<file path="config.mk">
export PLATFORM = sky130hd
export DESIGN_NAME = serial_increment_ctrl
export DESIGN_NICKNAME = d
export VERILOG_FILES = /design/src/rtl/serial_increment_ctrl.sv
export SDC_FILE = /design/constraint.sdc
export NUM_CORES = 1
export LEC_CHECK = 0
export BUFFER_PORTS_ARGS = -buffer_cell sky130_fd_sc_hd__buf_2
export CAP_MARGIN = 15
export CORE_ASPECT_RATIO = 1.4
export CORE_MARGIN = 8
export CORE_UTILIZATION = 45
export CTS_BUF_LIST = sky130_fd_sc_hd__clkbuf_4 sky130_fd_sc_hd__clkbuf_8
export DETAILED_ROUTE_END_ITERATION = 8
export PLACE_DENSITY_LB_ADDON = 0.12
export SKIP_CTS_REPAIR_TIMING = 1
export SLEW_MARGIN = 40
export SYNTH_ARGS = -nofsm -noshare
export SYNTH_HDL_FRONTEND = slang
export SYNTH_SLANG_ARGS = --single-unit
</file>
<file path="constraint.sdc">
create_clock -name clk -period 2.9 [get_ports clk]
set_clock_uncertainty 0.1 [all_clocks]
set_input_delay 0.58 -clock clk [delete_from_list [all_inputs] [get_ports clk]]
set_output_delay 0.58 -clock clk [all_outputs]
set_load 0.01 [all_outputs]
</file>
<file path="src/rtl/serial_increment_ctrl.sv">
// Bit-serial increment controller: streams an operand LSB-first through an external
// 1-bit increment cell, rippling the carry in a flop and bypassing the cell once it dies.
module serial_increment_ctrl #(
   parameter int WIDTH = 8
) (
   input  logic             clk,
   input  logic             reset,
   input  logic             start,
   input  logic [WIDTH-1:0] operand,
   output logic             busy,
   output logic             done,
   output logic [WIDTH-1:0] result,
   output logic             cout,
   output logic             bit_a,
   input  logic             bit_out,
   input  logic             bit_cout
);

   localparam int IW = $clog2(WIDTH);
   localparam logic [IW-1:0] LAST_IDX = IW'(WIDTH - 1);

   typedef enum logic [1:0] {
      IDLE  = 2'd0,
      SHIFT = 2'd1,
      DONE  = 2'd2
   } state_t;

   state_t           state_q, state_d;
   logic [WIDTH-1:0] opnd_sr_q, opnd_sr_d;
   logic [WIDTH-1:0] res_sr_q, res_sr_d;
   logic [WIDTH-1:0] result_q, result_d;
   logic [IW-1:0]    idx_q, idx_d;
   logic             carry_q, carry_d;
   logic             cout_q, cout_d;
   logic             new_bit;
   logic [WIDTH-1:0] res_shifted;

   always_ff @(posedge clk) begin
      if (reset) begin
         state_q   <= IDLE;
         opnd_sr_q <= '0;
         res_sr_q  <= '0;
         result_q  <= '0;
         idx_q     <= '0;
         carry_q   <= 1'b0;
         cout_q    <= 1'b0;
      end else begin
         state_q   <= state_d;
         opnd_sr_q <= opnd_sr_d;
         res_sr_q  <= res_sr_d;
         result_q  <= result_d;
         idx_q     <= idx_d;
         carry_q   <= carry_d;
         cout_q    <= cout_d;
      end
   end

   always_comb begin
      state_d     = state_q;
      opnd_sr_d   = opnd_sr_q;
      res_sr_d    = res_sr_q;
      result_d    = result_q;
      idx_d       = idx_q;
      carry_d     = carry_q;
      cout_d      = cout_q;
      new_bit     = 1'b0;
      res_shifted = res_sr_q;

      case (state_q)
         IDLE, DONE: begin
            if (start) begin
               opnd_sr_d = operand;
               res_sr_d  = '0;
               carry_d   = 1'b1;
               idx_d     = '0;
               state_d   = SHIFT;
            end else begin
               state_d = IDLE;
            end
         end

         SHIFT: begin
            // Once the carry is gone the remaining bits pass straight through.
            if (carry_q) begin
               new_bit = bit_out;
               carry_d = bit_cout;
            end else begin
               new_bit = opnd_sr_q[0];
               carry_d = 1'b0;
            end
            res_shifted = {new_bit, res_sr_q[WIDTH-1:1]};
            res_sr_d    = res_shifted;
            opnd_sr_d   = {1'b0, opnd_sr_q[WIDTH-1:1]};
            if (idx_q == LAST_IDX) begin
               result_d = res_shifted;
               cout_d   = carry_d;
               state_d  = DONE;
            end else begin
               idx_d = idx_q + 1'b1;
            end
         end

         default: state_d = IDLE;
      endcase
   end

   assign busy   = (state_q == SHIFT);
   assign done   = (state_q == DONE);
   assign bit_a  = busy & opnd_sr_q[0];
   assign result = result_q;
   assign cout   = cout_q;

endmodule

</file>
# Word level (Yosys, flattened, before mapping)
# Cells that the tools add are included.
# Widths: inputs -> output; s select.
# classes
n_addsub	1
reduce_logical	6
eq_ne	6
mux	14
bitwise	1
# op_table
op	count
$pmux 8 s2	2
$mux 8	2
$mux 3	2
$pmux 3 s2	1
$mux 1	4
$ne 2x2->1 const B	2
$pmux 2 s2	1
$reduce_and 2->1	2
$add 3x1->3 const B	1
$eq 3x3->1 const B	1
$reduce_and 3->1	1
$eq 2x1->1 const B	1
$eq 2x2->1 const B	1
$logic_not 2->1	1
$mux 2	1
$ne 2x1->1 const B	1
$pmux 1 s2	1
$reduce_bool 2->1	1
$reduce_or 2->1	1
$and 1x1->1	1
# totals
register_bits	31
in_bits	13
wordCells	35
out_inout_bits	12

# Depth between registers and ports, before layout
# depth
depth_word	4
depth_mapped	6
ltp_nobuf	5

# Worst setup path after synthesis
# Ideal clock, no wire load.
# synth_timing
path_type	register to output
startpoint	reg state_q[1]
endpoint	out bit_a
setup_slack_ns	1.336
n_path_buf	1
stages_incl_launch_ff	5
required_ns	2.220
t_arrival_ns	0.884
cell_sequence	dfxtp_1 -> nand2b_1 -> buf_2 -> inv_2 -> and2_1
# synth_between
elab_chain_len	2
# synth_lines
item	line_no	rtl
from (decl)	28	state_t state_q, state_d;
from (signal assigned)	48	state_q <= state_d;
$eq 2x1->1	107	assign busy = (state_q == SHIFT);
via busy	10	output logic busy,
$and 1x1->1	109	assign bit_a = busy & opnd_sr_q[0];
to (decl)	14	output logic bit_a,
# The timed path passes the listed nets, and every way through them passes these cells.

# Worst setup path in the final report
# layout_timing
startpoint	reg state_q[1]
endpoint	out bit_a
# layout_between
elab_chain_len	2
# layout_lines
item	line_no
$eq 2x1->1	107
$and 1x1->1	109
# No other way between the ends.

==> results.cfg <==
[clock_network]
clk_pin_slew_ps = 90
root_buffer = clkbuf_4
htreeDepth = 2
clock_sinks = 30
worstSkewPairLatency_ps = 320
cts_buffers = 5
clockBufferDepth = 2
cts_tree = done

[layout]
final_cell_mix = dfxtp_1 (30), nand2_1 (24), buf_2 (24)
nets = 174
multi_input_area_um2 = 536
fillers = 263
seqCellArea_um2 = 601
antenna_cells = 0
utilization = 0.531
drive_above_1_share = 0.220
area_growth_pct = 14.8
mostFrequentLayoutCell = dfxtp_1

[min_path]
holdCritPathClass = register to register
hp-start = result[3]

[timing]
grt_setup_unrepaired = no
drv_slew = 0
period_share = 0.760
max_freq_mhz = 454
slew_headroom = 0.652
tightest_slew_ps = 522
fin_setup_tns_ps = 0
post-route-min-period_ps = 2200
finalSetupViolations = 0
hold_viol = 0

[placed_design]
io_buffers = 24
gp_congestion = 0.704
dp_hpwl_um = 1640

[setup_path]
start_kind = register
crit_type = register to output port
critical_path_required_ps = 2220
cp-end-kind = output port
worstSetupStartpoint = state_q[1]
crit_arrival_ps = 1520
reg2reg_from = idx_q[0]
critPathMaxFanout = 24

[power]
p_comb_frac = 0.098
leakage_nw = 0.574
seq_power_share = 0.598
p_sw_mw = 0.187
max-vdd-ir-drop_mv = 0.319
p_sw_frac = 0.256
p_per_area_nw_per_um2 = 538
clkPwrFrac = 0.304
p_int_mw = 0.545

[drt]
wl_per_cell_um = 12.0
dr_wl_met3_um = 132
wl_met1_um = 1040
via_per_inst = 5.08
drc = 0
top_layer = met4
vias = 990
drt_iter0_drc = 28
dr.pass1.iters = 4
drtAntennaViolNets = 0
routed_wl_um = 2340
wl_met2_um = 1120

[floorplan]
row_count = 22
io_pins = 25
die_area_um2 = 4550
die_w_um = 59.4
initial_core_util = 0.463
die_h_um = 76.7
core_area_um2 = 2560

[grt]
overflow = 0
grt_use_total = 0.114
grt_max_degree = 31
antenna_found_initial = 0
grt_pass1_vias = 1015
grt_pass1_wl_um = 4110

[synth]
ys_types = 22
netlist_area_um2 = 1180
syn_inst = 136
synthesis.area_per_instance_um2 = 8.71
syn-num-nets = 151
yosys_register_bits = 30
ys_warn_count = 0
ys_seq_area_frac = 0.507

[outcome]
outcome = finished, final reports clean

[job]
maxCapViolations = 0
## final timing paths
path	end	slack, ps	cells past startpoint
worst min-delay path	result[3]	350	2
worst max-delay path	bit_a	700	5
worst max register to register	idx_q[1]	1310	5
worst min register to register	result[3]	350	2
## cell usage after synthesis
cell type	instances	area share
ha_1	2	0.021
nor2b_1	1	0.0053
a211oi_1	7	0.044
nand2b_1	3	0.016
nand3b_1	2	0.013
nor3_1	1	0.0042
buf_2	5	0.021
nor2_1	10	0.032
buf_6	1	0.0095
inv_2	1	0.0032
and3b_1	1	0.0074
nand3_1	12	0.051
o21ai_0	1	0.0042
mux2i_1	7	0.059
clkbuf_1	3	0.0095
and2_1	1	0.0053
a21oi_1	21	0.089
mux2_2	1	0.0095
nor3b_1	1	0.0063
nand2_1	24	0.076
dfxtp_1	30	0.51
or3b_1	1	0.0074
## registers in the layout (all words and copies together), names as in the netlist
signal	count
carry_q	1
cout	1
idx_q	3
opnd_sr_q	8
res_sr_q	7
result	8
state_q	2
## logic make-up (layout without fill, tap and decap cells)
logic type               Yosys count  in the layout  share of synthesized area
AO/OA/AOI/OAI                     29             29                      0.137
adder cells (fa/ha/maj)            2              2                     0.0211
buffers and inverters             10             33                     0.0433
flip-flops                        30             30                      0.507
multiplexers                       8              8                     0.0686
AND/OR/NAND/NOR                   57             57                      0.223
## stage by stage
step | cells | total power [mW] | setup slack, ps | area [um2] | hold slack (ps)
after floorplan | 136 | 0.501 | 1340 | 1180 | 332
after global placement | 188 | 0.516 | 1010 | 1310 | 341
after detailed placement | 188 | 0.519 | 953 | 1310 | 344
after CTS | 195 | 0.744 | 675 | 1360 | 357
after global routing | 195 | 0.775 | 566 | 1360 | 375
final | 195 | 0.732 | 697 | 1360 | 353
## power groups by stage
| stage | Sequential (mW) | Combinational [mW] | Clock, mW |
|---|---|---|---|
| floorplan | 0.444 | 0.0567 | 0 |
| global placement | 0.446 | 0.0692 | 0 |
| detailed placement | 0.447 | 0.0722 | 0 |
| CTS | 0.438 | 0.0723 | 0.234 |
| global route | 0.440 | 0.0808 | 0.254 |
| finish | 0.438 | 0.0714 | 0.223 |
## routing by layer
layer | up-vias | global-route usage
li1 | 510 | -
met1 | 455 | 0.120
met2 | 20 | 0.183
met3 | 5 | 0.0518
met4 | 0 | 0.0577
met5 | - | 0
## cell type report
class,count,area share
sequential,30,0.442
multi-input combinational,96,0.394
timing repair buffer,25,0.0938
tap,36,0.0331
clock buffer,5,0.0276
clock inverter,2,0.00736
inverter,1,0.00276
## critical path, cell delays in order, from the launching register on
cell      delay, ps
dfxtp_1         390
nand2b_1        120
buf_4           250
inv_2           130
and2_1          170
buf_2           130
No activity file was read; power rests on OpenSTA's default activity.
